### src/rtl/ahb_burst_master_pkg.sv
// Shared AHB-Lite encodings and burst helpers for the burst master and its address generator.
package ahb_burst_master_pkg;

    typedef enum logic [2:0] {
        HSIZE_BYTE  = 3'd0,
        HSIZE_HALF  = 3'd1,
        HSIZE_WORD  = 3'd2,
        HSIZE_DWORD = 3'd3
    } type_hsize;

    typedef enum logic [2:0] {
        HBURST_SINGLE = 3'd0,
        HBURST_INCR   = 3'd1,
        HBURST_WRAP4  = 3'd2,
        HBURST_INCR4  = 3'd3,
        HBURST_WRAP8  = 3'd4,
        HBURST_INCR8  = 3'd5,
        HBURST_WRAP16 = 3'd6,
        HBURST_INCR16 = 3'd7
    } type_hburst;

    typedef enum logic [1:0] {
        HTRANS_IDLE   = 2'd0,
        HTRANS_BUSY   = 2'd1,
        HTRANS_NONSEQ = 2'd2,
        HTRANS_SEQ    = 2'd3
    } type_htrans;

    typedef enum logic {
        HRESP_OKAY  = 1'b0,
        HRESP_ERROR = 1'b1
    } type_hresp;

    localparam logic [9:0] AHB_1KB_MASK = 10'h3FF;

    // Fixed-length beat count; INCR length comes from the command instead.
    function automatic logic [4:0] burst_beats(type_hburst hburst);
        case (hburst)
            HBURST_WRAP4,  HBURST_INCR4:  return 5'd4;
            HBURST_WRAP8,  HBURST_INCR8:  return 5'd8;
            HBURST_WRAP16, HBURST_INCR16: return 5'd16;
            default:                      return 5'd1;
        endcase
    endfunction

endpackage

### src/rtl/ahb_burst_master_if.sv
// AHB-Lite master/slave signal bundle.
interface ahb_burst_master_if
    import ahb_burst_master_pkg::*;
#(
    parameter int DATA_W = 32,
    parameter int ADDR_W = 32
);
    logic [ADDR_W-1:0] HADDR;
    type_hburst        HBURST;
    type_hsize         HSIZE;
    type_htrans        HTRANS;
    logic              HWRITE;
    logic [DATA_W-1:0] HWDATA;
    logic [6:0]        HPROT;
    logic              HMASTLOCK;
    logic              HREADY;
    type_hresp         HRESP;
    logic [DATA_W-1:0] HRDATA;

    modport master (
        output HADDR, HBURST, HSIZE, HTRANS, HWRITE, HWDATA, HPROT, HMASTLOCK,
        input  HREADY, HRESP, HRDATA
    );

    modport slave (
        input  HADDR, HBURST, HSIZE, HTRANS, HWRITE, HWDATA, HPROT, HMASTLOCK,
        output HREADY, HRESP, HRDATA
    );
endinterface

### src/rtl/ahb_burst_master_addr_gen.sv
// Combinational next-beat address: linear or wrapping increment plus 1 KB crossing detect.
module ahb_burst_master_addr_gen
    import ahb_burst_master_pkg::*;
#(
    parameter int ADDR_W = 32,
    parameter int CW     = 5
) (
    input  logic [ADDR_W-1:0] addr,
    input  type_hsize         size,
    input  type_hburst        burst,
    input  logic [CW-1:0]     beats,
    output logic [ADDR_W-1:0] next_addr,
    output logic              cross_1k
);
    logic [ADDR_W-1:0] inc;
    logic [ADDR_W-1:0] incr_addr;
    logic [ADDR_W-1:0] wrap_mask;
    logic              is_wrap;

    assign is_wrap   = (burst == HBURST_WRAP4) || (burst == HBURST_WRAP8) ||
                       (burst == HBURST_WRAP16);
    assign inc       = ADDR_W'(1) << size;
    assign incr_addr = addr + inc;
    assign wrap_mask = (ADDR_W'(beats) << size) - ADDR_W'(1);
    assign next_addr = is_wrap ? ((addr & ~wrap_mask) | (incr_addr & wrap_mask)) : incr_addr;
    // Wrapping bursts never leave their aligned window, so only linear bursts split.
    assign cross_1k  = !is_wrap && ((next_addr[9:0] & AHB_1KB_MASK) == 10'd0);
endmodule

### src/rtl/ahb_burst_master.sv
// AHB-Lite burst master: one command per handshake, pipelined address/data, 1 KB split, ERROR abort.
module ahb_burst_master
    import ahb_burst_master_pkg::*;
#(
    parameter int  DATA_W  = 32,
    parameter int  ADDR_W  = 32,
    parameter int  MAX_LEN = 16,
    localparam int CW      = $clog2(MAX_LEN + 1)
) (
    input  logic               HCLK,
    input  logic               HRESETN,
    input  logic               cmd_valid,
    output logic               cmd_ready,
    input  logic               cmd_write,
    input  type_hsize          cmd_size,
    input  type_hburst         cmd_burst,
    input  logic [ADDR_W-1:0]  cmd_addr,
    input  logic [CW-1:0]      cmd_len,
    output logic               wr_ren,
    input  logic [DATA_W-1:0]  wr_data,
    output logic               rd_wen,
    output logic [DATA_W-1:0]  rd_data,
    output logic               done,
    output logic               done_err,
    output logic [CW-1:0]      done_beats,
    ahb_burst_master_if.master ahb
);
    typedef enum logic [1:0] {S_IDLE, S_ADDR, S_DATA, S_ERR} state_t;

    state_t            state;
    type_hburst        burst_q;
    logic [CW-1:0]     beats_q;
    logic [CW-1:0]     addr_left;
    logic [CW-1:0]     beat_cnt;
    logic [CW-1:0]     cmd_beats;
    logic              data_pend;
    logic [ADDR_W-1:0] next_addr;
    logic              cross_1k;
    logic              addr_acc;
    logic              data_ok;
    logic              data_err;

    always_comb begin
        cmd_beats = CW'(burst_beats(cmd_burst));
        if (cmd_burst == HBURST_INCR)
            cmd_beats = (cmd_len == '0) ? CW'(1) : cmd_len;
    end

    assign addr_acc = ahb.HTRANS[1] && ahb.HREADY;
    assign data_ok  = data_pend && ahb.HREADY && (ahb.HRESP == HRESP_OKAY);
    assign data_err = data_pend && !ahb.HREADY && (ahb.HRESP == HRESP_ERROR);

    // FIFO strobes are masked during reset so no word moves on a resetting edge.
    assign wr_ren  = HRESETN && ahb.HWRITE && addr_acc;
    assign rd_wen  = HRESETN && !ahb.HWRITE && data_ok;
    assign rd_data = ahb.HRDATA;

    assign ahb.HPROT     = 7'd0;
    assign ahb.HMASTLOCK = 1'b0;

    ahb_burst_master_addr_gen #(
        .ADDR_W (ADDR_W),
        .CW     (CW)
    ) u_addr_gen (
        .addr      (ahb.HADDR),
        .size      (ahb.HSIZE),
        .burst     (burst_q),
        .beats     (beats_q),
        .next_addr (next_addr),
        .cross_1k  (cross_1k)
    );

    always_ff @(posedge HCLK) begin
        if (!HRESETN) begin
            state      <= S_IDLE;
            cmd_ready  <= 1'b0;
            done       <= 1'b0;
            done_err   <= 1'b0;
            done_beats <= '0;
            ahb.HADDR  <= '0;
            ahb.HBURST <= HBURST_SINGLE;
            ahb.HSIZE  <= HSIZE_BYTE;
            ahb.HTRANS <= HTRANS_IDLE;
            ahb.HWRITE <= 1'b0;
            ahb.HWDATA <= '0;
            burst_q    <= HBURST_SINGLE;
            beats_q    <= '0;
            addr_left  <= '0;
            beat_cnt   <= '0;
            data_pend  <= 1'b0;
        end else begin
            done     <= 1'b0;
            done_err <= 1'b0;
            case (state)
                S_IDLE: begin
                    if (cmd_valid && cmd_ready) begin
                        cmd_ready  <= 1'b0;
                        ahb.HADDR  <= cmd_addr;
                        ahb.HSIZE  <= cmd_size;
                        ahb.HBURST <= cmd_burst;
                        ahb.HWRITE <= cmd_write;
                        ahb.HTRANS <= HTRANS_NONSEQ;
                        burst_q    <= cmd_burst;
                        beats_q    <= cmd_beats;
                        addr_left  <= cmd_beats;
                        beat_cnt   <= '0;
                        state      <= S_ADDR;
                    end else begin
                        cmd_ready <= 1'b1;
                    end
                end
                S_ADDR: begin
                    if (data_err) begin
                        ahb.HTRANS <= HTRANS_IDLE;
                        state      <= S_ERR;
                    end else if (ahb.HREADY) begin
                        data_pend <= 1'b1;
                        if (data_ok)
                            beat_cnt <= beat_cnt + CW'(1);
                        if (ahb.HWRITE)
                            ahb.HWDATA <= wr_data;
                        addr_left <= addr_left - CW'(1);
                        if (addr_left == CW'(1)) begin
                            ahb.HTRANS <= HTRANS_IDLE;
                            state      <= S_DATA;
                        end else begin
                            ahb.HADDR <= next_addr;
                            // Crossing 1 KB restarts the rest of the burst as undefined-length INCR.
                            if (cross_1k) begin
                                ahb.HTRANS <= HTRANS_NONSEQ;
                                ahb.HBURST <= HBURST_INCR;
                            end else begin
                                ahb.HTRANS <= HTRANS_SEQ;
                            end
                        end
                    end
                end
                S_DATA: begin
                    if (data_err) begin
                        state <= S_ERR;
                    end else if (ahb.HREADY) begin
                        data_pend  <= 1'b0;
                        done       <= 1'b1;
                        done_err   <= (ahb.HRESP == HRESP_ERROR);
                        done_beats <= beat_cnt + CW'(data_ok);
                        state      <= S_IDLE;
                    end
                end
                S_ERR: begin
                    if (ahb.HREADY) begin
                        data_pend  <= 1'b0;
                        done       <= 1'b1;
                        done_err   <= 1'b1;
                        done_beats <= beat_cnt;
                        state      <= S_IDLE;
                    end
                end
                default: state <= S_IDLE;
            endcase
        end
    end
endmodule
### src/flat_wrapper.sv
// flat-port wrapper written by rule: the top's interface ports become plain ports
module ahb_burst_master_flat import ahb_burst_master_pkg::*;
#(
    parameter int  DATA_W  = 32,
    parameter int  ADDR_W  = 32,
    parameter int  MAX_LEN = 16,
    localparam int CW      = $clog2(MAX_LEN + 1)
)
  (HCLK, HRESETN, cmd_valid, cmd_ready, cmd_write, cmd_size, cmd_burst, cmd_addr, cmd_len, wr_ren, wr_data, rd_wen, rd_data, done, done_err, done_beats, ahb_HADDR, ahb_HBURST, ahb_HSIZE, ahb_HTRANS, ahb_HWRITE, ahb_HWDATA, ahb_HPROT, ahb_HMASTLOCK, ahb_HREADY, ahb_HRESP, ahb_HRDATA);
  ahb_burst_master_if #(.DATA_W(DATA_W), .ADDR_W(ADDR_W)) ahb_i ();
  input  logic HCLK;
  input  logic HRESETN;
  input  logic cmd_valid;
  output logic cmd_ready;
  input  logic cmd_write;
  input  type_hsize cmd_size;
  input  type_hburst cmd_burst;
  input  logic [ADDR_W-1:0] cmd_addr;
  input  logic [CW-1:0] cmd_len;
  output logic wr_ren;
  input  logic [DATA_W-1:0] wr_data;
  output logic rd_wen;
  output logic [DATA_W-1:0] rd_data;
  output logic done;
  output logic done_err;
  output logic [CW-1:0] done_beats;
  output wire logic [$bits(ahb_i.HADDR)-1:0] ahb_HADDR;
  output wire logic [$bits(ahb_i.HBURST)-1:0] ahb_HBURST;
  output wire logic [$bits(ahb_i.HSIZE)-1:0] ahb_HSIZE;
  output wire logic [$bits(ahb_i.HTRANS)-1:0] ahb_HTRANS;
  output wire logic [$bits(ahb_i.HWRITE)-1:0] ahb_HWRITE;
  output wire logic [$bits(ahb_i.HWDATA)-1:0] ahb_HWDATA;
  output wire logic [$bits(ahb_i.HPROT)-1:0] ahb_HPROT;
  output wire logic [$bits(ahb_i.HMASTLOCK)-1:0] ahb_HMASTLOCK;
  input wire logic [$bits(ahb_i.HREADY)-1:0] ahb_HREADY;
  input wire logic [$bits(ahb_i.HRESP)-1:0] ahb_HRESP;
  input wire logic [$bits(ahb_i.HRDATA)-1:0] ahb_HRDATA;
  assign ahb_HADDR = ahb_i.HADDR;
  assign ahb_HBURST = ahb_i.HBURST;
  assign ahb_HSIZE = ahb_i.HSIZE;
  assign ahb_HTRANS = ahb_i.HTRANS;
  assign ahb_HWRITE = ahb_i.HWRITE;
  assign ahb_HWDATA = ahb_i.HWDATA;
  assign ahb_HPROT = ahb_i.HPROT;
  assign ahb_HMASTLOCK = ahb_i.HMASTLOCK;
  assign ahb_i.HREADY = ahb_HREADY;
  assign ahb_i.HRESP = ahb_HRESP;
  assign ahb_i.HRDATA = ahb_HRDATA;
  ahb_burst_master #(.DATA_W(DATA_W), .ADDR_W(ADDR_W), .MAX_LEN(MAX_LEN)) u_core (.HCLK(HCLK), .HRESETN(HRESETN), .cmd_valid(cmd_valid), .cmd_ready(cmd_ready), .cmd_write(cmd_write), .cmd_size(cmd_size), .cmd_burst(cmd_burst), .cmd_addr(cmd_addr), .cmd_len(cmd_len), .wr_ren(wr_ren), .wr_data(wr_data), .rd_wen(rd_wen), .rd_data(rd_data), .done(done), .done_err(done_err), .done_beats(done_beats), .ahb(ahb_i));
endmodule
### config.mk
export PLATFORM = sky130hd
export DESIGN_NAME = ahb_burst_master_flat
export DESIGN_NICKNAME = d
export VERILOG_FILES = /design/src/rtl/ahb_burst_master_pkg.sv /design/src/rtl/ahb_burst_master_if.sv /design/src/rtl/ahb_burst_master_addr_gen.sv /design/src/rtl/ahb_burst_master.sv /design/src/flat_wrapper.sv
export SDC_FILE = /design/constraint.sdc
export NUM_CORES = 1
export LEC_CHECK = 0
export BUFFER_PORTS_ARGS = -buffer_cell sky130_fd_sc_hd__buf_4
export CAP_MARGIN = 30
export CELL_PAD_IN_SITES_DETAIL_PLACEMENT = 1
export CELL_PAD_IN_SITES_GLOBAL_PLACEMENT = 1
export CORE_MARGIN = 2
export CORE_UTILIZATION = 36
export CTS_BUF_LIST = sky130_fd_sc_hd__clkbuf_8
export CTS_CLUSTER_DIAMETER = 100
export DETAILED_ROUTE_END_ITERATION = 16
export PLACE_DENSITY_LB_ADDON = 0.1
export SLEW_MARGIN = 20
export SYNTH_ARGS = -nofsm -noshare
export SYNTH_HDL_FRONTEND = slang
export SYNTH_SLANG_ARGS = --single-unit
### constraint.sdc
create_clock -name HCLK -period 4.3 [get_ports HCLK]
set_clock_uncertainty 0.15 [all_clocks]
set_input_delay 0.86 -clock HCLK [delete_from_list [all_inputs] [get_ports HCLK]]
set_output_delay 0.86 -clock HCLK [all_outputs]
set_load 0.03 [all_outputs]
==> flow_summary_export.csv, run 1 <==
group,metric,value,unit
run_status,run_status,"completed",
clock_tree,post_cts_resize_count,0,
final_layout,postLayoutCellArea,7620,sq um
timing,rsz0062_at_grt,"false",
hold_path,holdCritPathClass,"flip-flop to flip-flop",
clock_tree,clk_latency,0.39,ns
final_layout,area_growth_syn_to_layout,22.2,%
floorplanning,die_w,136,microns
worst_setup_path,cp_max_fo,18,
clock_tree,post-cts-setup-buffers,0,
yosys,yosysTopAreaCellShare,0.328,
yosys,ys_seq_elements,102,
floorplanning,io_pins,236,
placement,gp_congestion,0.891,
worst_setup_path,end_kind,"flip-flop",
route,dr.pass1.iters,4,
global_routing,grt_pass1_vias,6824,
timing,setup_tns,0,ns
final_layout,fillers,2178,
yosys,synthFlopType,"dfxtp_1",
floorplanning,rows,48,
yosys,ys_warn_count,0,
clock_tree,cts_root_buf,"clkbuf_8",
placement,io_buffers,163,
clock_tree,cts_tree,"yes",
final_layout,regArea,2040,sq um
timing,period_needed,3.81,ns
clock_tree,htreeDepth,3,
pwr,p_leak,0.00307,uW
final_layout,layout.nets,1072,
clock_tree,cts_sinks,102,
global_routing,grt_overflow,0,
yosys,ys_types,71,
worst_setup_path,setup.worst_path.start_class,"flip-flop",
route,routed_wirelength,22.2,mm
timing,fmax,262,MHz
global_routing,antenna_found_initial,0,
floorplanning,initial_core_util,0.364,
global_routing,grt_use_total,0.241,
placement,post_dp_cell_area,7400,sq um
yosys,yosys.area.top_type,"dfxtp_1",
yosys,syn_inst,837,
yosys,synth_seq_area_share,0.328,
yosys,synth_area_leaders,"dfxtp_1, nand2_1, a21oi_1, buf_4, nor2_1",
pwr,total_power,2300,uW
route,drc_errors,0,
timing,hold_viol,0,
pwr,p_per_area,302,nW/um^2
timing,maxSlewHeadroom,0.383,
yosys,ys_top_cells_by_count,"nand2_1, a21oi_1, dfxtp_1",
floorplanning,die-area,18400,sq um
pwr,ir_drop,0.130,mV
timing,worst_slew_pin_slew,0.926,ns
clock_tree,cts_hold_buf,0,
route,vias,6572,
timing,timing.final.crit_share,0.886,
yosys,postSynthAreaPerCell,7.45,sq um
floorplanning,die_h,136,microns
yosys,syn-cell-area,6230,sq um
yosys,synth-edff-count,0,
clock_tree,clockBufferDepth,2,
global_routing,grt_max_degree,78,
placement,hpwl,16.4,mm
clock_tree,numCtsBuffers,9,
final_layout,final_layout_size_suffix_gt1_frac,0.241,
timing,slew_violations,0,
worst_setup_path,cp.required,4.44,ns
clock_tree,clk_pin_slew,0.11,ns
route,wire_per_inst,18.9,microns
floorplanning,core_region_area,17100,sq um
yosys,ys_async_sr_fraction,0,
worst_setup_path,crit_type,"flip-flop to flip-flop",
flow_run,drv_cap,0,
route,viasPerCell,5.60,
route,final_antenna_net_count,0,
worst_setup_path,crit_arrival,3.95,ns
final_layout,multiInputGateArea,3660,sq um
final_layout,diodes,0,
timing,holdWs,0.314,ns
route,drt_iter0_markers,311,
global_routing,grt_pass1_wl,35.3,mm
yosys,post-synth-top-count-cell,"nand2_1",
timing,final-setup-viol-count,0,
-- cell usage in the layout (no fill, tap or decap), types with 7 or more instances in the layout --
master and instances:
or3_1 7, dfxtp_1 102, ha_1 15, xnor2_1 7, mux2i_1 7, o21ai_0 39
xor2_1 11, inv_1 11, buf_4 180, a211oi_1 9, conb_1 8, nor3_1 20
a32o_1 8, clkbuf_8 9, a21oi_1 106, o22ai_1 10, nand3_1 25, nand4_1 14
nand2_1 161, mux2_2 8, nor2_1 71
-- critical path: stages, from the launching register on --
cell and delay (ns):
dfxtp_1 0.77, inv_1 0.38, o211ai_1 0.20, ha_1 0.38
nor4b_4 0.27, a32oi_2 0.21, or3_1 0.39, a31oi_1 0.32
xnor2_1 0.17, nand3_1 0.18, a41o_1 0.29
-- power breakdown --
part | leakage, uW | switching [uW] | internal, uW
registers | 0.000828 | 60.8 | 986
clock network | 0.000103 | 406 | 285
logic | 0.00214 | 344 | 219
-- area by class of cell --
class / count / share of cell area
Tap cell: 225 / 0.0370
Multi-Input combinational cell: 636 / 0.481
Clock buffer: 9 / 0.0163
Inverter: 13 / 0.00640
Timing Repair Buffer: 181 / 0.179
Clock inverter: 7 / 0.0122
Sequential cell: 102 / 0.268
-- final timing paths --
kind	from	endpoint	slack [ns]	cells after the start
worst max-delay path	u_core.ahb.HSIZE[2]$_SDFFE_PN0P_	u_core.ahb.HBURST[1]$_SDFFE_PN0P_	0.49	10
worst min-delay path	u_core.ahb.HWDATA[13]$_SDFFE_PN0P_	u_core.ahb.HWDATA[13]$_SDFFE_PN0P_	0.31	2
worst max register to register	u_core.ahb.HSIZE[2]$_SDFFE_PN0P_	u_core.ahb.HBURST[1]$_SDFFE_PN0P_	0.49	10
worst min register to register	u_core.ahb.HWDATA[13]$_SDFFE_PN0P_	u_core.ahb.HWDATA[13]$_SDFFE_PN0P_	0.31	2
-- layer usage --
metal | part of all wire | global-route usage | vias to the layer above
met5 | 0 | 0 | -
met4 | 0.022 | 0.0862 | 0
met3 | 0.062 | 0.0614 | 36
met2 | 0.48 | 0.398 | 196
met1 | 0.44 | 0.302 | 3203
li1 | - | - | 3137
-- kinds of logic after synthesis --
| logic type | after synthesis | share of synthesized area |
|---|---|---|
| fa+ha+maj | 16 | 0.0333 |
| mux | 17 | 0.0317 |
| other cells | 1 | 0.000602 |
| flops | 102 | 0.328 |
| compound gates | 238 | 0.246 |
| xor+xnor | 18 | 0.0253 |
| simple gates | 339 | 0.246 |
| buf+inv | 106 | 0.0903 |
-- through the flow --
| stage | instances | worst slack [ns] | util |
|---|---|---|---|
| after floorplan | 844 | 0.842 | - |
| after global placement | 1156 | 0.703 | 0.432 |
| after detailed placement | 1157 | 0.539 | 0.432 |
| after CTS | 1173 | 0.514 | 0.445 |
| after global routing | 1173 | 0.204 | 0.445 |
| final | 1173 | 0.489 | 0.445 |
No activity file was read; power rests on OpenSTA's default activity.
==> run 2: changes to the inputs <==
==> constraint.sdc (replaced) <==
create_clock -name HCLK -period 4.2 [get_ports HCLK]
set_clock_uncertainty 0.15 [all_clocks]
set_input_delay 0.84 -clock HCLK [delete_from_list [all_inputs] [get_ports HCLK]]
set_output_delay 0.84 -clock HCLK [all_outputs]
set_load 0.03 [all_outputs]
==> flow_summary_export.csv, run 2 (same netlist as run 1, synthesis figures left out) <==
group,metric,value,unit
run_status,run_status,"completed",
placement,hpwl,16.3,mm
pwr,combPwrFrac,0.249,
floorplanning,die_w,136,microns
clock_tree,post-cts-setup-buffers,0,
clock_tree,cts_hold_buf,0,
worst_setup_path,crit_path_cell_trace,"inv_1, o211ai_1, ha_1, nor4b_4, a32oi_2, or3_1, a31oi_1, xnor2_1, nand3_1, a31o_2",
floorplanning,initial_core_util,0.364,
pwr,switching_share,0.356,
floorplanning,die-area,18400,sq um
route,vias,6512,
pwr,p_int,1480,uW
worst_setup_path,r2r_cells,10,
timing,timing.final.crit_share,0.885,
pwr,switchingPower,820,uW
floorplanning,core_region_area,17100,sq um
clock_tree,cts_tree,"yes",
timing,final-setup-viol-count,0,
clock_tree,cts_root_buf,"clkbuf_8",
timing,maxSlewHeadroom,0.400,
clock_tree,clk_pin_slew,0.11,ns
global_routing,grt_pass1_vias,6649,
pwr,power_frac_seq,0.465,
route,drc_errors,0,
worst_setup_path,max_stage_delay,0.71,ns
final_layout,layout_common_cells,"buf_4, nand2_1, a21oi_1",
final_layout,final_layout_size_suffix_gt1_frac,0.242,
clock_tree,htreeDepth,3,
flow_run,drv_cap,0,
clock_tree,numCtsBuffers,9,
route,routed_wirelength,21.8,mm
worst_setup_path,crit_type,"flip-flop to flip-flop",
route,final_antenna_net_count,0,
final_layout,mostFrequentLayoutCell,"buf_4",
final_layout,area_growth_syn_to_layout,22.0,%
worst_setup_path,r2r_start,"u_core.ahb.HSIZE[2]$_SDFFE_PN0P_",
global_routing,grt_use_total,0.236,
worst_setup_path,cpMaxStageDelayCell,"dfxtp_1",
timing,hold_viol,0,
floorplanning,io_pins,236,
worst_setup_path,crit_path_start,"u_core.ahb.HSIZE[2]$_SDFFE_PN0P_",
timing,rsz0062_at_grt,"false",
clock_tree,clk_latency,0.40,ns
timing,period_needed,3.71,ns
floorplanning,die_h,136,microns
pwr,p_leak,0.00307,uW
worst_setup_path,path_buf_inv,1,
hold_path,worst_hold_path.num_cells,2,
placement,io_buffers,163,
worst_setup_path,cp.required,4.34,ns
final_layout,diodes,0,
clock_tree,cts_sinks,102,
clock_tree,clockBufferDepth,2,
timing,worst_slew_pin_slew,0.901,ns
hold_path,min_from,"u_core.burst_q[2]$_SDFFE_PN0P_",
pwr,ir_drop,0.166,mV
pwr,clockPowerShare,0.286,
global_routing,antenna_found_initial,0,
timing,setup_tns,0,ns
worst_setup_path,end_kind,"flip-flop",
worst_setup_path,crit_arrival,3.85,ns
worst_setup_path,path_depth,10,
global_routing,grt_pass1_wl,34.3,mm
final_layout,layout.nets,1072,
clock_tree,post_cts_resize_count,0,
route,dr.pass1.iters,4,
route,viasPerCell,5.55,
hold_path,holdCritPathClass,"flip-flop to flip-flop",
worst_setup_path,setup.worst_path.start_class,"flip-flop",
timing,fmax,269,MHz
placement,gp_congestion,0.877,
floorplanning,rows,48,
final_layout,utilization,0.444,
worst_setup_path,cp_max_fo,17,
worst_setup_path,critPathTopFamily,"compound AO/OA/AOI/OAI gates",
route,drt_iter0_markers,301,
route,wire_per_inst,18.6,microns
global_routing,grt_overflow,0,
global_routing,grt_max_degree,78,
final_layout,fillers,2188,
timing,holdWs,0.313,ns
timing,slew_violations,0,
pwr,p_per_area,302,nW/um^2
[run 2: cell types whose count changed in the layout (fill, tap and decap cells not counted), sizes merged]
cell / change
clkbuf: +1
clkinvlp: -2
bufinv: -1
clkinv: +2
[run 2: final cells by class]
type                    count  area, sq um  area share
clock buffers              10          138      0.0181
clock inverters             6         62.6     0.00823
inverters                  13         48.8     0.00642
multi-input cells         636         3670       0.482
flip-flops and latches    102         2040       0.269
well taps                 225          282      0.0370
repair buffers            181         1370       0.180
[run 2: metal layers]
layer  up-vias  track usage  routed length [microns]
met5         -            0                        0
met2       188        0.397                    10500
met4         0       0.0775                      465
li1       3137            -                        -
met1      3146        0.288                     9420
met3        41       0.0688                     1380
[run 2: through the flow]
step / area, sq um / std cells / power, uW / setup WS [ns]
final: 7600 / 1173 / 2300 / 0.485
after CTS: 7600 / 1173 / 2330 / 0.526
after detailed placement: 7400 / 1157 / 1670 / 0.548
after floorplan: 6260 / 844 / 1490 / 0.742
after global routing: 7600 / 1173 / 2410 / 0.227
after global placement: 7390 / 1156 / 1650 / 0.714
[run 2: worst min-delay path: stages, from the launching register on]
cell and delay [ns]:
dfxtp_1 0.32, nand2_1 0.05, a21oi_1 0.05
[run 2: final timing paths]
path / to / slack, ns
setup / recovery: u_core.ahb.HTRANS[0]$_SDFFE_PN0P_ / 0.49
hold reg to reg: u_core.burst_q[2]$_SDFFE_PN0P_ / 0.31
hold / removal: u_core.burst_q[2]$_SDFFE_PN0P_ / 0.31
setup reg to reg: u_core.ahb.HTRANS[0]$_SDFFE_PN0P_ / 0.49
[run 2: power by group through the flow]
stage / combinational, uW / sequential [uW] / clock [uW]
2_1_floorplan: 362 / 1130 / 0
3_3_place_gp: 561 / 1090 / 0
3_5_place_dp: 573 / 1090 / 0
4_1_cts: 576 / 1070 / 681
5_1_grt: 624 / 1080 / 712
6_report: 574 / 1070 / 657
==> run 3: changes to the inputs <==
--- a/config.mk
+++ b/config.mk
@@ -9,6 +9,7 @@
 export CAP_MARGIN = 30
 export CELL_PAD_IN_SITES_DETAIL_PLACEMENT = 1
 export CELL_PAD_IN_SITES_GLOBAL_PLACEMENT = 1
+export CORE_ASPECT_RATIO = 1.5
 export CORE_MARGIN = 2
 export CORE_UTILIZATION = 36
 export CTS_BUF_LIST = sky130_fd_sc_hd__clkbuf_8
==> flow_summary_export.csv, run 3 (same netlist as run 1, synthesis figures left out) <==
group,metric,value,unit
final_layout,diodes,0,
clock_tree,post_cts_resize_count,0,
timing,rsz0062_at_grt,"false",
clock_tree,clk_latency,0.39,ns
timing,final-setup-viol-count,0,
worst_setup_path,end_kind,"flip-flop",
pwr,p_leak,0.00304,uW
clock_tree,numCtsBuffers,9,
route,routed_wirelength,22.7,mm
floorplanning,rows,58,
final_layout,final_cells,1154,
placement,dp_cells,1138,
pwr,total_power,2280,uW
floorplanning,die-area,18400,sq um
worst_setup_path,cp_max_fo,18,
floorplanning,initial_core_util,0.370,
hold_path,worst_hold_path.num_cells,2,
worst_setup_path,cp.required,4.34,ns
clock_tree,cts_root_buf,"clkbuf_8",
placement,gp_congestion,0.929,
timing,setup_tns,0,ns
floorplanning,io_pins,236,
final_layout,area_growth_syn_to_layout,20.9,%
worst_setup_path,setup.worst_path.start_class,"flip-flop",
clock_tree,htreeDepth,3,
global_routing,grt_pass1_vias,6913,
route,drc_errors,0,
clock_tree,clockBufferDepth,2,
clock_tree,post-cts-setup-buffers,0,
global_routing,antenna_found_initial,0,
placement,hpwl,17.1,mm
placement,io_buffers,163,
final_layout,layout_common_cells,"buf_4, nand2_1, a21oi_1",
timing,holdWs,0.313,ns
pwr,p_per_area,302,nW/um^2
pwr,ir_drop,0.191,mV
timing,timing.final.crit_share,0.881,
global_routing,grt_max_degree,78,
floorplanning,die_w,111,microns
clock_tree,cts_hold_buf,0,
run_status,run_status,"completed",
clock_tree,cts_sinks,102,
worst_setup_path,r2r_cells,10,
timing,maxSlewHeadroom,0.412,
route,final_antenna_net_count,0,
timing,hold_viol,0,
timing,slew_violations,0,
timing,fmax,270,MHz
timing,worst_slew_pin_slew,0.882,ns
final_layout,mostFrequentLayoutCell,"buf_4",
worst_setup_path,crit_arrival,3.84,ns
final_layout,final_layout_size_suffix_gt1_frac,0.237,
flow_run,drv_cap,0,
route,drt_iter0_markers,269,
floorplanning,core_region_area,16800,sq um
route,vias,6584,
global_routing,grt_pass1_wl,35.9,mm
route,viasPerCell,5.71,
hold_path,holdCritPathClass,"flip-flop to flip-flop",
clock_tree,cts_tree,"yes",
worst_setup_path,crit_type,"flip-flop to flip-flop",
floorplanning,die_h,165,microns
final_layout,layout.nets,1068,
global_routing,grt_overflow,0,
route,wire_per_inst,19.7,microns
clock_tree,clk_pin_slew,0.12,ns
timing,period_needed,3.70,ns
route,dr.pass1.iters,4,
global_routing,grt_use_total,0.242,
## run 3: final timing paths
| check | start | endpoint | slack (ns) |
|---|---|---|---|
| max | u_core.ahb.HSIZE[1]$_SDFFE_PN0P_ | u_core.ahb.HBURST[1]$_SDFFE_PN0P_ | 0.50 |
| max reg2reg | u_core.ahb.HSIZE[1]$_SDFFE_PN0P_ | u_core.ahb.HBURST[1]$_SDFFE_PN0P_ | 0.50 |
| min reg2reg | u_core.ahb.HWDATA[13]$_SDFFE_PN0P_ | u_core.ahb.HWDATA[13]$_SDFFE_PN0P_ | 0.31 |
| min | u_core.ahb.HWDATA[13]$_SDFFE_PN0P_ | u_core.ahb.HWDATA[13]$_SDFFE_PN0P_ | 0.31 |
## run 3: final cells by class
class	count	area (sq um)
Fill cell	2128	9300
Multi-Input combinational cell	636	3670
Sequential cell	102	2040
Timing Repair Buffer	177	1330
Tap cell	210	263
Clock buffer	9	124
Clock inverter	7	57.6
Inverter	13	48.8
## run 3: power breakdown
part           internal [uW]  switching (uW)
Clock                    225             400
Combinational            222             356
Sequential              1010            62.8
## run 3: worst max-delay path, stage by stage (launching register included)
cell,delay [ns]
dfxtp_1,0.76
inv_1,0.33
o211ai_1,0.17
ha_1,0.37
nor4b_4,0.27
a32oi_2,0.23
or3_1,0.39
a31oi_1,0.30
xnor2_1,0.17
nand3_1,0.19
a41o_1,0.28
## run 3: metal layers
metal / track usage / routed length, microns / vias to the layer above
li1: - / - / 3126
met1: 0.261 / 8680 / 3228
met2: 0.466 / 12300 / 196
met3: 0.0526 / 1120 / 34
met4: 0.0791 / 611 / 0
met5: 0 / 0 / -
## run 3: metrics by stage
stage / utilization / cell area (sq um) / setup slack (ns)
global route: 0.448 / 7540 / 0.123
CTS: 0.448 / 7540 / 0.513
detailed placement: 0.437 / 7350 / 0.517
floorplan: - / 6260 / 0.742
global placement: 0.436 / 7340 / 0.656
finish: 0.448 / 7540 / 0.498
